==> config.mk <==
export PLATFORM = sky130hd
export DESIGN_NAME = rtc_bus_master
export DESIGN_NICKNAME = d
export VERILOG_FILES = /design/src/rtl/rtc_bus_master.sv
export SDC_FILE = /design/constraint.sdc
export NUM_CORES = 1
export LEC_CHECK = 0
export BUFFER_PORTS_ARGS = -buffer_cell sky130_fd_sc_hd__buf_2
export CORE_UTILIZATION = 53
export CTS_CLUSTER_DIAMETER = 40
export DETAILED_ROUTE_END_ITERATION = 8
export GPL_TIMING_DRIVEN = 0
export PLACE_DENSITY = 0.84
export SETUP_SLACK_MARGIN = 0.3
export SLEW_MARGIN = 20
export SYNTH_ARGS = -nofsm -noshare
export SYNTH_HDL_FRONTEND = slang
export SYNTH_SLANG_ARGS = --single-unit
==> constraint.sdc <==
create_clock -name clk -period 2.5 [get_ports clk]
set_input_delay 0.25 -clock clk [delete_from_list [all_inputs] [get_ports clk]]
set_output_delay 0.25 -clock clk [all_outputs]
set_load 0.03 [all_outputs]
==> src/rtl/rtc_bus_master.sv <==
// ---------------------------------------------------------------------------
// rtc_bus_master
// Master for the RTC multiplexed address/data bus. Runs one complete read or
// write transaction (address phase, then data phase) per accepted command.
// Every phase length is a parameter timed by an internal down-counter.
//
// Optional feature: define RTC_CMD_BUF_EN to add a one-entry command buffer
// that accepts a command while busy and chains it back-to-back after DONE.
// ---------------------------------------------------------------------------
module rtc_bus_master #(
    parameter int DW    = 8,
    parameter int CNT_W = 4,
    parameter int T_AS  = 1,
    parameter int T_AW  = 2,
    parameter int T_AH  = 1,
    parameter int T_DS  = 1,
    parameter int T_ST  = 2,
    parameter int T_RC  = 1
) (
    input  logic          clk,
    input  logic          reset,
    input  logic          start,
    input  logic          rw,
    input  logic [DW-1:0] addr,
    input  logic [DW-1:0] wdata,
    output logic          cmd_ready,
    output logic          busy,
    output logic          done,
    output logic [DW-1:0] rdata,
    input  logic [DW-1:0] ad_in,
    output logic [DW-1:0] ad_out,
    output logic          ad_oe,
    output logic          a_d,
    output logic          cs,
    output logic          rd,
    output logic          wr
);

    localparam logic [2:0] S_IDLE       = 3'd0;
    localparam logic [2:0] S_ADDR_SETUP = 3'd1;
    localparam logic [2:0] S_ADDR_WR    = 3'd2;
    localparam logic [2:0] S_ADDR_HOLD  = 3'd3;
    localparam logic [2:0] S_DATA_SETUP = 3'd4;
    localparam logic [2:0] S_STROBE     = 3'd5;
    localparam logic [2:0] S_RECOVER    = 3'd6;
    localparam logic [2:0] S_DONE       = 3'd7;

    // Counter load values: a phase of T cycles loads T-1 and ends at zero.
    localparam logic [CNT_W-1:0] C_AS = CNT_W'(T_AS - 1);
    localparam logic [CNT_W-1:0] C_AW = CNT_W'(T_AW - 1);
    localparam logic [CNT_W-1:0] C_AH = CNT_W'(T_AH - 1);
    localparam logic [CNT_W-1:0] C_DS = CNT_W'(T_DS - 1);
    localparam logic [CNT_W-1:0] C_ST = CNT_W'(T_ST - 1);
    localparam logic [CNT_W-1:0] C_RC = CNT_W'(T_RC - 1);

    logic [2:0]       state_q, state_d;
    logic [CNT_W-1:0] cnt_q, cnt_d;
    logic             rw_q, rw_d;
    logic [DW-1:0]    addr_q, addr_d;
    logic [DW-1:0]    wdata_q, wdata_d;
    logic [DW-1:0]    rdata_q, rdata_d;

    logic             accept;
    logic             phase_end;
    logic             is_idle;

    // Command to chain straight out of DONE (buffered or arriving that cycle).
    logic             next_valid;
    logic             next_rw;
    logic [DW-1:0]    next_addr;
    logic [DW-1:0]    next_wdata;

    assign is_idle   = (state_q == S_IDLE);
    assign accept    = start & cmd_ready;
    assign phase_end = (cnt_q == '0);

`ifdef RTC_CMD_BUF_EN
    logic          buf_valid_q, buf_valid_d;
    logic          buf_rw_q, buf_rw_d;
    logic [DW-1:0] buf_addr_q, buf_addr_d;
    logic [DW-1:0] buf_wdata_q, buf_wdata_d;

    assign cmd_ready  = is_idle | ~buf_valid_q;

    // In DONE the buffer is consumed; a command accepted during DONE bypasses it.
    assign next_valid = buf_valid_q | (accept & (state_q == S_DONE));
    assign next_rw    = buf_valid_q ? buf_rw_q    : rw;
    assign next_addr  = buf_valid_q ? buf_addr_q  : addr;
    assign next_wdata = buf_valid_q ? buf_wdata_q : wdata;

    // Buffer next state: fill while busy, drain in DONE.
    always_comb begin
        buf_valid_d = buf_valid_q;
        buf_rw_d    = buf_rw_q;
        buf_addr_d  = buf_addr_q;
        buf_wdata_d = buf_wdata_q;
        if (state_q == S_DONE) begin
            buf_valid_d = 1'b0;
        end else if (accept && !is_idle) begin
            buf_valid_d = 1'b1;
            buf_rw_d    = rw;
            buf_addr_d  = addr;
            buf_wdata_d = wdata;
        end
    end

    // Buffer registers with synchronous reset.
    always_ff @(posedge clk) begin
        if (reset) begin
            buf_valid_q <= 1'b0;
            buf_rw_q    <= 1'b0;
            buf_addr_q  <= '0;
            buf_wdata_q <= '0;
        end else begin
            buf_valid_q <= buf_valid_d;
            buf_rw_q    <= buf_rw_d;
            buf_addr_q  <= buf_addr_d;
            buf_wdata_q <= buf_wdata_d;
        end
    end
`else
    assign cmd_ready  = is_idle;
    assign next_valid = 1'b0;
    assign next_rw    = 1'b0;
    assign next_addr  = '0;
    assign next_wdata = '0;
`endif

    // Transaction sequencer: phase transitions, counter, command and read capture.
    always_comb begin
        // NOTE: every signal gets a default first so no path leaves it unassigned (no latch).
        state_d = state_q;
        cnt_d   = cnt_q;
        rw_d    = rw_q;
        addr_d  = addr_q;
        wdata_d = wdata_q;
        rdata_d = rdata_q;
        case (state_q)
            S_IDLE: begin
                if (accept) begin
                    rw_d    = rw;
                    addr_d  = addr;
                    wdata_d = wdata;
                    state_d = S_ADDR_SETUP;
                    cnt_d   = C_AS;
                end
            end
            S_ADDR_SETUP: begin
                if (phase_end) begin
                    state_d = S_ADDR_WR;
                    cnt_d   = C_AW;
                end else begin
                    cnt_d = cnt_q - 1'b1;
                end
            end
            S_ADDR_WR: begin
                if (phase_end) begin
                    state_d = S_ADDR_HOLD;
                    cnt_d   = C_AH;
                end else begin
                    cnt_d = cnt_q - 1'b1;
                end
            end
            S_ADDR_HOLD: begin
                if (phase_end) begin
                    state_d = S_DATA_SETUP;
                    cnt_d   = C_DS;
                end else begin
                    cnt_d = cnt_q - 1'b1;
                end
            end
            S_DATA_SETUP: begin
                if (phase_end) begin
                    state_d = S_STROBE;
                    cnt_d   = C_ST;
                end else begin
                    cnt_d = cnt_q - 1'b1;
                end
            end
            S_STROBE: begin
                if (phase_end) begin
                    // The RTC has had the full strobe width to drive the bus.
                    if (rw_q) begin
                        rdata_d = ad_in;
                    end
                    state_d = S_RECOVER;
                    cnt_d   = C_RC;
                end else begin
                    cnt_d = cnt_q - 1'b1;
                end
            end
            S_RECOVER: begin
                if (phase_end) begin
                    state_d = S_DONE;
                    cnt_d   = '0;
                end else begin
                    cnt_d = cnt_q - 1'b1;
                end
            end
            S_DONE: begin
                if (next_valid) begin
                    rw_d    = next_rw;
                    addr_d  = next_addr;
                    wdata_d = next_wdata;
                    state_d = S_ADDR_SETUP;
                    cnt_d   = C_AS;
                end else begin
                    state_d = S_IDLE;
                end
            end
            default: begin
                state_d = S_IDLE;
                cnt_d   = '0;
            end
        endcase
    end

    // Pin decode from registered state only, so start never reaches a pin combinationally.
    always_comb begin
        a_d    = 1'b1;
        cs     = 1'b1;
        rd     = 1'b1;
        wr     = 1'b1;
        ad_oe  = 1'b0;
        ad_out = '0;
        case (state_q)
            S_ADDR_SETUP, S_ADDR_HOLD: begin
                a_d    = 1'b0;
                ad_oe  = 1'b1;
                ad_out = addr_q;
            end
            S_ADDR_WR: begin
                a_d    = 1'b0;
                cs     = 1'b0;
                wr     = 1'b0;
                ad_oe  = 1'b1;
                ad_out = addr_q;
            end
            S_DATA_SETUP, S_RECOVER: begin
                // Write data is driven through setup and held through recovery.
                if (!rw_q) begin
                    ad_oe  = 1'b1;
                    ad_out = wdata_q;
                end
            end
            S_STROBE: begin
                cs = 1'b0;
                if (rw_q) begin
                    rd = 1'b0;
                end else begin
                    wr     = 1'b0;
                    ad_oe  = 1'b1;
                    ad_out = wdata_q;
                end
            end
            default: begin
            end
        endcase
    end

    assign busy  = !is_idle;
    assign done  = (state_q == S_DONE);
    assign rdata = rdata_q;

    // State, counter and command registers with synchronous reset.
    always_ff @(posedge clk) begin
        // NOTE: sequential state uses non-blocking assignments so all registers update together.
        if (reset) begin
            state_q <= S_IDLE;
            cnt_q   <= '0;
            rw_q    <= 1'b0;
            addr_q  <= '0;
            wdata_q <= '0;
            rdata_q <= '0;
        end else begin
            state_q <= state_d;
            cnt_q   <= cnt_d;
            rw_q    <= rw_d;
            addr_q  <= addr_d;
            wdata_q <= wdata_d;
            rdata_q <= rdata_d;
        end
    end

endmodule

==> impl_table.tex <==
\begin{tabular}{lr}
\hline
Metric & Value \\
\hline
\multicolumn{2}{l}{\textbf{STA}} \\
\quad Final Hold Vio Count & 0 \\
\quad Period minus WS final & 2.06 ns \\
\quad Achievable frequency & 484 MHz \\
\quad Setup Viol. Count Final & 0 \\
\quad Least-Margin Pin Slew & 0.488 ns \\
\quad Final cycle utilization of the critical path & 82.6\% \\
\quad Total Neg Setup Slack & 0 ns \\
\quad Pins over their slew limit & 0 \\
\quad RSZ-0062 raised after global routing & false \\
\quad Slew HR & 67.4\% \\
\quad Worst-case clock skew & 0.00346 ns \\
\multicolumn{2}{l}{\textbf{Logic synthesis}} \\
\quad Sequential area share after synthesis & 41.8\% \\
\quad Number of instances in the synthesized netlist & 182 \\
\quad Number of distinct library cell variants in the gate-level netlist after synthesis & 41 \\
\quad Count of warnings emitted by yosys & 0 \\
\quad Async set or reset register ratio after synthesis & 0\% \\
\quad Number of enable flip-flop cells after synthesis & 0 \\
\quad Register bit count reported by yosys & 32 \\
\quad Average instance area after synthesis & 8.43 um\^{}2 \\
\quad Netlist area before placement & 1530 um\^{}2 \\
\quad Flip-flop cell with the highest count after synthesis & dfxtp\_1 \\
\quad Synthesized netlist net count & 211 \\
\multicolumn{2}{l}{\textbf{Hold path}} \\
\quad Number of cells on the worst hold path & 3 \\
\quad Endpoint, Worst Hold & addr\_q[7] \\
\quad Kind of path behind the tightest hold check & in2reg \\
\quad Launch instance of the worst min-delay path & addr[7] \\
\multicolumn{2}{l}{\textbf{Place}} \\
\quad Dpl cell area & 1830 um\^{}2 \\
\quad Buffers on Ports & 51 \\
\quad Routability-driven placement congestion ratio & 0.780 \\
\quad Post-DP HPWL & 2440 um \\
\multicolumn{2}{l}{\textbf{Route}} \\
\quad Post-detailed-route DRC marker count & 0 \\
\quad Count of TritonRoute iterations in the first routing pass & 4 \\
\quad Number of vias per cell after detailed routing & 5.48 \\
\quad Detailed-route wire length per cell & 12.6 um \\
\quad Vias after detailed routing & 1496 \\
\quad ANT nets after route & 0 \\
\quad Number of DRC markers after the initial detailed-route iteration & 51 \\
\quad Total routed wirelength & 3450 um \\
\multicolumn{2}{l}{\textbf{Status}} \\
\quad Result of the run & finished, final reports clean \\
\multicolumn{2}{l}{\textbf{Setup path}} \\
\quad Arrival time at the worst endpoint & 1.81 ns \\
\quad Slack of the worst reg-to-reg path & 0.75 ns \\
\quad Critical path required time & 2.25 ns \\
\quad Worst flop-to-flop path startpoint & cnt\_q[0] \\
\quad Worst reg2reg path endpoint & state\_q[2] \\
\quad Kind of start point of the critical path & register \\
\quad Endpoint type of the worst setup path & primary output \\
\quad Maximum fanout count along the critical path & 10 \\
\quad Reg2Reg Depth & 6 \\
\quad Critical path start-end classification & reg2out \\
\multicolumn{2}{l}{\textbf{Clock network}} \\
\quad CTS buffer count & 5 \\
\quad CTS tree & built \\
\quad Number of buffers on the longest clock path & 2 \\
\quad Number of H-tree levels & 2 \\
\quad Clock sink count & 32 \\
\quad Later-pin clock latency in the skew report & 0.32 ns \\
\quad Hold bufs inserted after CTS & 0 \\
\quad Buffer type at the clock tree root & clkbuf\_4 \\
\quad Clock-pin slew of the registers on the worst-case setup and hold paths & 0.10 ns \\
\multicolumn{2}{l}{\textbf{Flow run}} \\
\quad Max cap viols & 0 \\
\multicolumn{2}{l}{\textbf{Finish}} \\
\quad Fin nets & 271 \\
\quad Antenna diodes & 0 \\
\quad Area Overhead vs Synth & 23.9\% \\
\quad Fraction of final layout cells sized beyond drive strength 1 & 33.1\% \\
\quad Final design area excluding fillers & 1900 um\^{}2 \\
\quad Fill count & 240 \\
\multicolumn{2}{l}{\textbf{Die}} \\
\quad Chip height & 55.8 um \\
\quad Die Footprint & 3110 um\^{}2 \\
\quad Effective utilization at floorplan & 55.6\% \\
\quad Number of top-level pins & 52 \\
\quad Cell row count & 19 \\
\quad Standard cell core area & 2760 um\^{}2 \\
\quad Die Wd & 55.8 um \\
\multicolumn{2}{l}{\textbf{Global routing}} \\
\quad First-pass GRT wire length & 5740 um \\
\quad Sum of overflow across all layers after global routing & 0 \\
\quad Global router's overall resource usage & 23.5\% \\
\quad Number of global-route vias before repair & 1285 \\
\quad Antenna violations before repair & 0 \\
\quad Maximum number of pins on one net before global-route repair & 11 \\
\multicolumn{2}{l}{\textbf{Power}} \\
\quad Peak supply drop & 0.000865 V \\
\quad Total power density per cell area & 1090 nW/um\^{}2 \\
\quad Leak & 0.839 nW \\
\hline
\end{tabular}
stage by stage:
step	std cells	hold slack, ns	total power, W	utilization, %	setup slack (ns)
final	273	0.148	0.00206	68.9	0.436
after global routing	273	0.135	0.00220	68.9	0.353
after CTS	271	0.144	0.00204	68.2	0.375
after detailed placement	264	0.448	0.00176	66.3	0.582
after global placement	264	0.441	0.00175	66.3	0.614
after floorplan	182	0.384	0.00151	-	0.708
Yosys cell counts, types with 2 or more instances:
master    count  area (um^2)
nand3_1       8         40.0
buf_2         3         15.0
a22o_1       10         87.6
inv_1         5         18.8
nor3b_2       2         25.0
or3_1         2         12.5
buf_6         4         45.0
nor2_1        4         15.0
clkbuf_1      2         7.51
or2_1         2         12.5
o21ai_1       8         40.0
nor2b_1       2         12.5
a21oi_1      30          150
nand2_1      36          135
nor3_1        4         20.0
a32o_1        2         20.0
dfxtp_1      32          641
inv_2         2         7.51
clkbuf_8      2         27.5
timing repair:
item	in CTS	in global routing
buffers inserted	0	2
endpoints found under the setup margin	9	8
pin swaps	0	1
resized for setup	1	1
state kept, by name, indices dropped and copies added (netlist names):
name,cells
wdata_q,8
rdata,8
state_q,3
cnt_q,4
rw_q,1
addr_q,8
layout make-up:
| class | instances | area [um^2] | share of cell area, % |
|---|---|---|---|
| Clock inverter | 1 | 5.00 | 0.263 |
| Tap cell | 31 | 38.8 | 2.04 |
| Inverter | 8 | 30.0 | 1.58 |
| Sequential cell | 32 | 641 | 33.7 |
| Clock buffer | 6 | 41.3 | 2.17 |
| Timing Repair Buffer | 53 | 270 | 14.2 |
| Multi-Input combinational cell | 130 | 772 | 40.6 |
| Buffer | 12 | 103 | 5.40 |
worst max-delay path: stages (launching register included):
cell and delay (ns):
dfxtp_1 0.52, buf_6 0.19, nand2_1 0.10, nor3b_4 0.17, buf_4 0.15, or2_1 0.19, buf_2 0.17
report_power, final:
group          internal, W  switching [W]  leakage [nW]
clock             0.000104       0.000173        0.0281
sequential        0.000601      0.0000875         0.261
combinational     0.000414       0.000684         0.551
total              0.00112       0.000945         0.839
cell families (layout without fill, tap and decap cells):
| group | Yosys count | in the layout | synth area share (%) |
|---|---|---|---|
| AND/OR/NAND/NOR | 71 | 71 | 25.2 |
| AO/OA/AOI/OAI | 57 | 57 | 23.0 |
| buffers and inverters | 20 | 80 | 8.65 |
| flip-flops | 32 | 32 | 41.8 |
| adder cells (fa/ha/maj) | 1 | 1 | 0.816 |
| XOR/XNOR | 1 | 1 | 0.571 |
cell usage in the layout (no fill, tap or decap), types with 2 or more instances in the layout:
cell      instances
buf_2            54
nand2_1          36
dfxtp_1          32
a21oi_1          30
a22o_1           10
nand3_1           8
o21ai_1           8
inv_1             5
clkbuf_4          5
buf_6             4
nor2_1            4
nor3_1            4
buf_4             3
clkbuf_1          3
inv_2             2
or2_1             2
nor2b_1           2
clkbuf_8          2
a32o_1            2
or3_1             2
worst max-delay path by stage:
stage,startpoint,end,depth (start not counted)
3_5_place_dp,state_q[2],ad_out[3],5
4_1_cts,state_q[2],ad_out[4],5
3_3_place_gp,state_q[2],ad_out[7],5
6_report,state_q[0],ad_oe,6
5_1_grt,state_q[1],ad_oe,6
2_1_floorplan,state_q[0],wr,4
routing by layer:
| layer | vias to the layer above | part of all wire (%) | global-route usage (%) |
|---|---|---|---|
| met1 | 666 | 46 | 29.4 |
| li1 | 769 | - | - |
| met2 | 56 | 47 | 39.2 |
| met5 | - | 0 | 0 |
| met4 | 0 | 0.99 | 6.43 |
| met3 | 5 | 6.1 | 6.98 |
No activity file was read; power rests on OpenSTA's default activity.
